`src/rtl/dmem_arb_pkg.sv`:
```
// -----------------------------------------------------------------------------
// dmem_arb_pkg
// Shared types and constants for the data memory arbiter.
//   arb_state_e : two-state arbiter FSM (IDLE, ACCESS)
//   DMEM_AW     : default memory address width
//   DMEM_DW     : default memory data width
//   idx_width() : width of a requester index for a given requester count
// -----------------------------------------------------------------------------
package dmem_arb_pkg;

   typedef enum logic [0:0] {
      IDLE   = 1'b0,
      ACCESS = 1'b1
   } arb_state_e;

   localparam int DMEM_AW = 8;
   localparam int DMEM_DW = 8;

   // A single requester still needs a 1-bit index so the vectors stay legal.
   function automatic int idx_width(input int n);
      if (n > 1) begin
         return $clog2(n);
      end else begin
         return 1;
      end
   endfunction

endpackage

```
`src/rtl/rr_pick.sv`:
```
// -----------------------------------------------------------------------------
// rr_pick
// Combinational round-robin picker. Starting just above the priority pointer
// and wrapping modulo NREQ, it selects the first asserted request.
// Ports:
//   req_i     : request vector (NREQ bits)
//   ptr_i     : index of the previous winner (search starts at ptr_i+1)
//   win_oh_o  : one-hot winner, all zero when nothing is requested
//   win_idx_o : binary index of the winner (0 when nothing is requested)
//   any_o     : at least one request is asserted
// -----------------------------------------------------------------------------
module rr_pick
   import dmem_arb_pkg::*;
#(
   parameter int NREQ = 2,
   parameter int IW   = idx_width(NREQ)
) (
   input  logic [NREQ-1:0] req_i,
   input  logic [IW-1:0]   ptr_i,
   output logic [NREQ-1:0] win_oh_o,
   output logic [IW-1:0]   win_idx_o,
   output logic            any_o
);

   int   scan_s;
   logic found_s;

   // Scan NREQ positions beginning one above the pointer; the pointer itself is checked last.
   always_comb begin
      win_oh_o  = '0;
      win_idx_o = '0;
      found_s   = 1'b0;
      scan_s    = 0;
      for (int i = 1; i <= NREQ; i++) begin
         scan_s = (int'(ptr_i) + i) % NREQ;
         if (!found_s && req_i[scan_s[IW-1:0]]) begin
            found_s                     = 1'b1;
            win_oh_o[scan_s[IW-1:0]]    = 1'b1;
            win_idx_o                   = scan_s[IW-1:0];
         end else begin
            found_s = found_s;
         end
      end
      any_o = found_s;
   end

endmodule

```
`src/rtl/data_mem_arbiter.sv`:
```
// -----------------------------------------------------------------------------
// data_mem_arbiter
// Round-robin arbiter sharing the single-port data memory between NREQ
// requesters. A command sampled in IDLE is registered onto the memory pins and
// executed in the following ACCESS cycle, where gnt pulses; read data is
// captured at the end of ACCESS and returned with a one-cycle rvalid pulse.
// Optional feature macro: DMEM_ARB_LOCK_EN (bus locking via the lock port).
// Ports:
//   clk, rst_n           : clock, synchronous active-low reset
//   req, req_wr          : per-requester request and write flag
//   req_addr, req_wdata  : packed per-requester address / write data
//   lock                 : keep ownership after the access (lock build only)
//   gnt, rvalid          : one-hot command-accepted / read-data-valid pulses
//   rdata                : registered read data, held between reads
//   mem_addr, mem_wdata, mem_wr : registered memory command pins
//   mem_rdata            : combinational read data from the memory
// -----------------------------------------------------------------------------
module data_mem_arbiter
   import dmem_arb_pkg::*;
#(
   parameter int NREQ = 2,
   parameter int AW   = DMEM_AW,
   parameter int DW   = DMEM_DW
) (
   input  logic               clk,
   input  logic               rst_n,
   input  logic [NREQ-1:0]    req,
   input  logic [NREQ-1:0]    req_wr,
   input  logic [NREQ*AW-1:0] req_addr,
   input  logic [NREQ*DW-1:0] req_wdata,
   input  logic [NREQ-1:0]    lock,
   output logic [NREQ-1:0]    gnt,
   output logic [NREQ-1:0]    rvalid,
   output logic [DW-1:0]      rdata,
   output logic [AW-1:0]      mem_addr,
   output logic [DW-1:0]      mem_wdata,
   output logic               mem_wr,
   input  logic [DW-1:0]      mem_rdata
);

   localparam int IW = idx_width(NREQ);

   arb_state_e      state_q,     state_d;
   logic [IW-1:0]   ptr_q,       ptr_d;
   logic [IW-1:0]   win_idx_q,   win_idx_d;
   logic [NREQ-1:0] gnt_q,       gnt_d;
   logic [NREQ-1:0] rvalid_q,    rvalid_d;
   logic [DW-1:0]   rdata_q,     rdata_d;
   logic [AW-1:0]   mem_addr_q,  mem_addr_d;
   logic [DW-1:0]   mem_wdata_q, mem_wdata_d;
   logic            mem_wr_q,    mem_wr_d;

   logic [NREQ-1:0] elig_s;
   logic [NREQ-1:0] pick_oh_s;
   logic [IW-1:0]   pick_idx_s;
   logic            pick_any_s;

`ifdef DMEM_ARB_LOCK_EN
   logic lock_q, lock_d;

   // While the owner still holds lock, only the owner may win; dropping lock frees the bus in that same IDLE cycle.
   always_comb begin
      if (lock_q && lock[win_idx_q]) begin
         elig_s = req & (NREQ'(1) << win_idx_q);
      end else begin
         elig_s = req;
      end
   end

   // Lock is captured when the winner is granted (ACCESS) and released in the first IDLE cycle with lock low.
   always_comb begin
      lock_d = lock_q;
      if (state_q == ACCESS) begin
         lock_d = lock[win_idx_q];
      end else if (lock_q && !lock[win_idx_q]) begin
         lock_d = 1'b0;
      end else begin
         lock_d = lock_q;
      end
   end

   // Lock ownership register.
   always_ff @(posedge clk) begin
      if (!rst_n) begin
         lock_q <= 1'b0;
      end else begin
         lock_q <= lock_d;
      end
   end
`else
   logic unused_lock_s;

   // Without locking every request is eligible; the lock port is intentionally ignored.
   always_comb begin
      elig_s        = req;
      unused_lock_s = ^lock;
   end
`endif

   rr_pick #(
      .NREQ (NREQ),
      .IW   (IW)
   ) u_rr_pick (
      .req_i     (elig_s),
      .ptr_i     (ptr_q),
      .win_oh_o  (pick_oh_s),
      .win_idx_o (pick_idx_s),
      .any_o     (pick_any_s)
   );

   // FSM next state plus next values of every registered output.
   always_comb begin
      state_d     = state_q;
      ptr_d       = ptr_q;
      win_idx_d   = win_idx_q;
      gnt_d       = '0;
      rvalid_d    = '0;
      rdata_d     = rdata_q;
      mem_addr_d  = mem_addr_q;
      mem_wdata_d = mem_wdata_q;
      mem_wr_d    = 1'b0;
      case (state_q)
         IDLE: begin
            if (pick_any_s) begin
               // gnt is registered here so it pulses during the ACCESS cycle that executes the command.
               state_d     = ACCESS;
               ptr_d       = pick_idx_s;
               win_idx_d   = pick_idx_s;
               gnt_d       = pick_oh_s;
               mem_wr_d    = req_wr[pick_idx_s];
               mem_addr_d  = req_addr[int'(pick_idx_s)*AW +: AW];
               mem_wdata_d = req_wdata[int'(pick_idx_s)*DW +: DW];
            end else begin
               state_d = IDLE;
            end
         end
         ACCESS: begin
            state_d = IDLE;
            if (!mem_wr_q) begin
               rdata_d             = mem_rdata;
               rvalid_d[win_idx_q] = 1'b1;
            end else begin
               rdata_d = rdata_q;
            end
         end
         default: begin
            state_d = IDLE;
         end
      endcase
   end

   // State, pointer and output registers; the pointer resets so requester 0 wins first.
   always_ff @(posedge clk) begin
      if (!rst_n) begin
         state_q     <= IDLE;
         ptr_q       <= IW'(NREQ-1);
         win_idx_q   <= '0;
         gnt_q       <= '0;
         rvalid_q    <= '0;
         rdata_q     <= '0;
         mem_addr_q  <= '0;
         mem_wdata_q <= '0;
         mem_wr_q    <= 1'b0;
      end else begin
         state_q     <= state_d;
         ptr_q       <= ptr_d;
         win_idx_q   <= win_idx_d;
         gnt_q       <= gnt_d;
         rvalid_q    <= rvalid_d;
         rdata_q     <= rdata_d;
         mem_addr_q  <= mem_addr_d;
         mem_wdata_q <= mem_wdata_d;
         mem_wr_q    <= mem_wr_d;
      end
   end

   assign gnt       = gnt_q;
   assign rvalid    = rvalid_q;
   assign rdata     = rdata_q;
   assign mem_addr  = mem_addr_q;
   assign mem_wdata = mem_wdata_q;
   assign mem_wr    = mem_wr_q;

endmodule

```
`config.mk`:
```
export PLATFORM = sky130hd
export DESIGN_NAME = data_mem_arbiter
export DESIGN_NICKNAME = d
export VERILOG_FILES = /design/src/rtl/dmem_arb_pkg.sv /design/src/rtl/rr_pick.sv /design/src/rtl/data_mem_arbiter.sv
export SDC_FILE = /design/constraint.sdc
export NUM_CORES = 1
export LEC_CHECK = 0
export CAP_MARGIN = 20
export CELL_PAD_IN_SITES_DETAIL_PLACEMENT = 0
export CELL_PAD_IN_SITES_GLOBAL_PLACEMENT = 1
export CORE_MARGIN = 1.5
export CORE_UTILIZATION = 25
export DETAILED_ROUTE_END_ITERATION = 6
export PLACE_DENSITY = 0.75
export SYNTH_ARGS = -nofsm -noshare
export SYNTH_HDL_FRONTEND = slang
export SYNTH_SLANG_ARGS = --single-unit
```
`constraint.sdc`:
```
create_clock -name clk -period 1.35 [get_ports clk]
set_input_delay 0.27 -clock clk [delete_from_list [all_inputs] [get_ports clk]]
set_output_delay 0.27 -clock clk [all_outputs]
set_load 0.01 [all_outputs]
```
# Word level (Yosys, flattened, before mapping)
# Cells that the tools add are included.
# totals
register_bits	32
in_bits	48
word_cells	54
# op_classes
n_addsub	2
magnitude_cmp	7
n_shift	2
n_mux	20
bitwise	5
n_reduce_logical	9
# ops
op	n
16-bit by 5-bit variable part select with 8-bit output	2
1-bit 2-to-1 mux	14
1-bit by 2-bit less-than comparator with 1-bit output, second input constant	4
3-bit OR reduction	2
1-bit logical AND	4
2-bit 2-to-1 mux	2
1-bit inverter	4
2-bit AND reduction	2
1-bit demux with 1-bit select	3
1-bit >= comparator, second input constant	3
1-bit adder, second input constant	2
2-bit OR	1
1-bit case mux with 2 select lines	1
1-bit logical NOT	1

# Longest topological paths before layout
# Gate-level depths: netlist of the first run.
# depth
ltp_word	9
ltp_mapped	5
depth_no_buf	3

# Hierarchy
# Synthesis of the first run repeated with hierarchy kept, for this count alone.
# unflattened
cells_unflattened	137
area_unflattened_um2	1350.0
# by_module_without_submodules
mod	instances	cells_each	area_per_inst_um2	seq_area_each_um2
data_mem_arbiter	1	132	1317.5	640.6
rr_pick	1	5	32.5	0.0

# Least setup slack after synthesis of the first run
# No wires, ideal clock.
# synth_timing
path_type	register to register
start	register state_q
end	register mem_addr_q[0] (netlist: mem_addr[0])
arrival_time_ns	0.918
path_slack_ns	0.307
path_stages_with_launch	6
n_path_buf	2
cell_sequence	dfxtp_1 -> o21ba_1 -> buf_6 -> buf_6 -> o21ai_1 -> a31oi_1
# synth_via
elab_chain_len	2
# synth_lines
element	line	rtl
start: declaration	data_mem_arbiter.sv:43	arb_state_e state_q, state_d;
start signal: assignment	data_mem_arbiter.sv:165	state_q <= state_d;
1-bit inverter	--	
2-bit AND reduction (no line)	--	
end signal: assignment	data_mem_arbiter.sv:171	mem_addr_q <= mem_addr_d;
end: declaration	data_mem_arbiter.sv:49	logic [AW-1:0] mem_addr_q, mem_addr_d;
# No other way between the ends.
# A chain may end at the register's enable or synchronous reset.

# Worst setup path after layout of the first run
# layout_timing
start	input req[1]
end	register win_idx_q
# layout_via
elab_chain_len	7
elab_cells_between_ends	11
cone_classes	mux (8); reduce/logical (3)
# layout_lines
element	line	rtl
start: declaration	data_mem_arbiter.sv:27	input logic [NREQ-1:0] req,
1-bit 2-to-1 mux (not written as such) (2 in series)	rr_pick.sv:36	if (!found_s && req_i[scan_s[IW-1:0]]) begin
1-bit 2-to-1 mux	rr_pick.sv:36	
1-bit logical NOT	rr_pick.sv:36	
1-bit logical AND	rr_pick.sv:36	
1-bit 2-to-1 mux	rr_pick.sv:36	
2-bit AND reduction (no line)	--	
end signal: assignment	data_mem_arbiter.sv:167	win_idx_q <= win_idx_d;
end: declaration	data_mem_arbiter.sv:45	logic [IW-1:0] win_idx_q, win_idx_d;
# Several ways; a longest one is shown, not always the timed one. The select of a mux whose other input is x is not followed.

==> metrics.csv, run 1 <==
stage,metric,value,unit
global_routing,vias in the first global route,1140,
timing,Highest Clock Rate,806.5,MHz
power_and_ir_drop,Tot Pwr,2.336,mW
die,Vert. Die Dim,74.70,um
timing,worst hold slack,0.4512,ns
place,HPWL Detailed,2338,um
logic_synthesis,post-synthesis adder-cell area fraction,0,
logic_synthesis,number of enable flip-flop cells after synthesis,0,
clocking,clk root buf,clkbuf_8,
logic_synthesis,largest cells by area after synthesis,"dfxtp_1 50%, nand2_1 15%, a31oi_1 7.8%",
place,gpl congestion,0.7007,
power_and_ir_drop,VDD IR max,0.0004848,V
global_routing,largest net degree at the start of global routing,35,
die,die area,5579,sq um
detailed_routing,# DRC,0,
worst_setup_path,worst-path cell chain,clkdlybuf4s50_1 -> o21ba_2 -> buf_12 -> o22ai_1 -> and2_1,
layout,ant diodes,0,
die,Core Box Area,4848,sq um
hold_path,Hold Path Origin,rdata[3],
detailed_routing,DRT antenna net count,0,
worst_setup_path,Slowest cell on crit path,clkdlybuf4s50_1,
worst_setup_path,crit path max fanout,17,
detailed_routing,DR WL/cell,11.52,um
power_and_ir_drop,leakage power total,0.9915,nW
clocking,Worst-path clk slew,0.06,ns
timing,final setup margin,0.1101,ns
logic_synthesis,Syn Inst Count,153,
detailed_routing,Initial DRC Count,39,
die,Starting Density,0.2650,
detailed_routing,First-pass DRT Iterations,4,
worst_setup_path,Worst Path Required,1.53,ns
worst_setup_path,critical path class,in -> reg,
power_and_ir_drop,power density cells,1054,nW/um^2
clocking,clock buffer depth,2,
outcome,status,finished clean,
die,I/O pin count,77,
place,post-place setup slack,-0.1890,ns
timing,endpoints failing hold,0,
layout,fraction of layout cells with a size suffix above 1,0.09402,
worst_setup_path,crit end category,register,
hold_path,WHS Path Cells,2,
logic_synthesis,most numerous cell in the Yosys netlist,nand2_1,
die,die boundary width,74.70,um
global_routing,Total GRT Usage,0.1281,
logic_synthesis,"Top FF cell, synth",dfxtp_1,
worst_setup_path,R2R Path Start,state_q,
detailed_routing,Total Routed Length,3467,um
logic_synthesis,"Avg Cell Area, Syn",8.399,sq um
clocking,CTS tree,built,
clocking,H-Tree Level Count,2,
layout,filler cell count,491,
logic_synthesis,Yosys reg bits,32,
logic_synthesis,Post-synth ARST share,0,
detailed_routing,Via density,4.246,
logic_synthesis,multiplexer share of the synthesized area,0,
layout,FF+latch area,640.6,sq um
layout,fin util,0.4570,
worst_setup_path,CP startpoint,req[1],
worst_setup_path,worst r2r path cells,4,
layout,fin nets,281,
place,PortBufs,74,
layout,footprint of the multi-input gates,545.5,sq um
logic_synthesis,Mapped Area,1285,sq um
global_routing,first-pass GRT wire length,5271,um
worst_setup_path,CP Launch Type,input port,
logic_synthesis,Simple-Gate Fraction of Synth Area,0.1889,
timing,Slew @ Worst Pin,0.3334,ns
timing,RSZ-0062 raised after global routing,no,
timing,TNS Setup,0,ns
worst_setup_path,critical path arrival,1.42,ns
layout,area delta synth->final,72.44,%
logic_synthesis,Synth top area share,0.4985,
global_routing,total gr overflow,0,
timing,Layout Skew,0.003797,ns
logic_synthesis,net count after synthesis,201,
timing,Final Cycle Share,0.9184,
clocking,worst-skew pair later-pin latency,0.28,ns
run,max_cap viols,0,
timing,minimum clock period,1.240,ns
clocking,cts bufs inserted,5,
timing,slew margin rel.,0.7777,
hold_path,Hold Crit Class,reg -> reg,
worst_setup_path,"slowest stage delay, CP",0.53,ns
logic_synthesis,post-synthesis sequential area ratio,0.4985,
global_routing,initial antenna violation count,0,
clocking,Clock Sinks,32,
logic_synthesis,Yosys warnings,0,
clocking,Post-CTS Setup Inserts,0,
timing,Final Setup Violations,0,
logic_synthesis,Compound-Gate Fraction of Synth Area,0.2356,
die,row cnt,25,
logic_synthesis,synth cell count leaders,"51 x nand2_1, 32 x dfxtp_1, 16 x a31oi_1",
logic_synthesis,Unique masters post-synth,23,
timing,max-slew violations,0,
detailed_routing,detailed-route via count,1278,
logic_synthesis,Synth area leader,dfxtp_1,
logic_synthesis,largest family of logic cells by synthesized area,compound AO/OA/AOI/OAI gates,
logic_synthesis,XOR/XNOR Fraction of Synth Area,0,
layer usage:
metal  wire (um)  global-route usage
met5           0                   0
met4          27             0.04242
met3         333             0.06961
met2        1547              0.1964
met1        1558              0.1538
cell usage in the layout (no fill, tap or decap), types with 3 or more instances in the layout:
master	synthesis	routed
clkbuf_8	0	6
buf_12	0	3
dlygate4sd2_1	0	29
buf_4	0	7
inv_1	3	3
nand2_1	51	51
a21boi_0	5	5
a31oi_1	16	16
dfxtp_1	32	32
o21ai_0	4	3
a21boi_1	3	3
o21ai_1	13	14
clkdlybuf4s50_1	0	45
critical path, delay by kind of cell:
family,cells,cell delay [ns]
simple gates,1,0.15
buf+inv,2,0.69
compound gates,2,0.30
cells by family (layout without fill, tap and decap cells):
logic type	Yosys count	in the layout
compound gates	47	47
buf+inv	15	96
flops	32	32
simple gates	59	59
registers in the layout, indices dropped and copies added, names as in the netlist:
| register | flops |
|---|---|
| gnt | 2 |
| mem_addr | 8 |
| mem_wdata | 8 |
| mem_wr | 1 |
| ptr_q | 1 |
| rdata | 8 |
| rvalid | 2 |
| state_q | 1 |
| win_idx_q | 1 |
power by group:
| group | internal (mW) | total (mW) | switching, mW | leakage [nW] |
|---|---|---|---|---|
| Combinational | 0.303 | 0.526 | 0.223 | 0.676 |
| Clock | 0.406 | 0.753 | 0.347 | 0.0510 |
| Sequential | 1.02 | 1.06 | 0.0349 | 0.264 |
| Total | 1.73 | 2.34 | 0.605 | 0.992 |
timing repair:
item                       in CTS  in global routing
gates cloned                    0                  1
hold buffers                    0                  0
setup endpoints to repair      29                  1
resized for setup              29                  2
area by class of cell:
class                           instances  area share
Sequential cell                        32      0.2891
Inverter                                3    0.005082
Tap cell                               67     0.03783
Multi-Input combinational cell        106      0.2462
Timing Repair Buffer                   85      0.3800
Clock inverter                          2    0.004517
Clock buffer                            6     0.03727
final timing paths:
path | endpoint | slack (ns)
hold reg to reg | rdata[3] | 0.45
setup / recovery | win_idx_q | 0.11
setup reg to reg | win_idx_q | 0.23
hold / removal | rdata[3] | 0.45
per-stage QoR:
| stage | area (sq um) | cells |
|---|---|---|
| floorplan | 1285 | 153 |
| global placement | 2135 | 292 |
| detailed placement | 2135 | 292 |
| CTS | 2191 | 300 |
| global route | 2216 | 301 |
| finish | 2216 | 301 |
(Power assumes the default switching activity.)
==> run 2, diff against run 1 <==
--- a/config.mk
+++ b/config.mk
@@ -11,6 +11,7 @@
 export CORE_MARGIN = 1.5
 export CORE_UTILIZATION = 25
 export DETAILED_ROUTE_END_ITERATION = 6
+export HOLD_SLACK_MARGIN = 0.1
 export PLACE_DENSITY = 0.75
 export SYNTH_ARGS = -nofsm -noshare
 export SYNTH_HDL_FRONTEND = slang
==> results of run 2 <==
No change in the layout: final DEF, timing and power equal those of run 1.
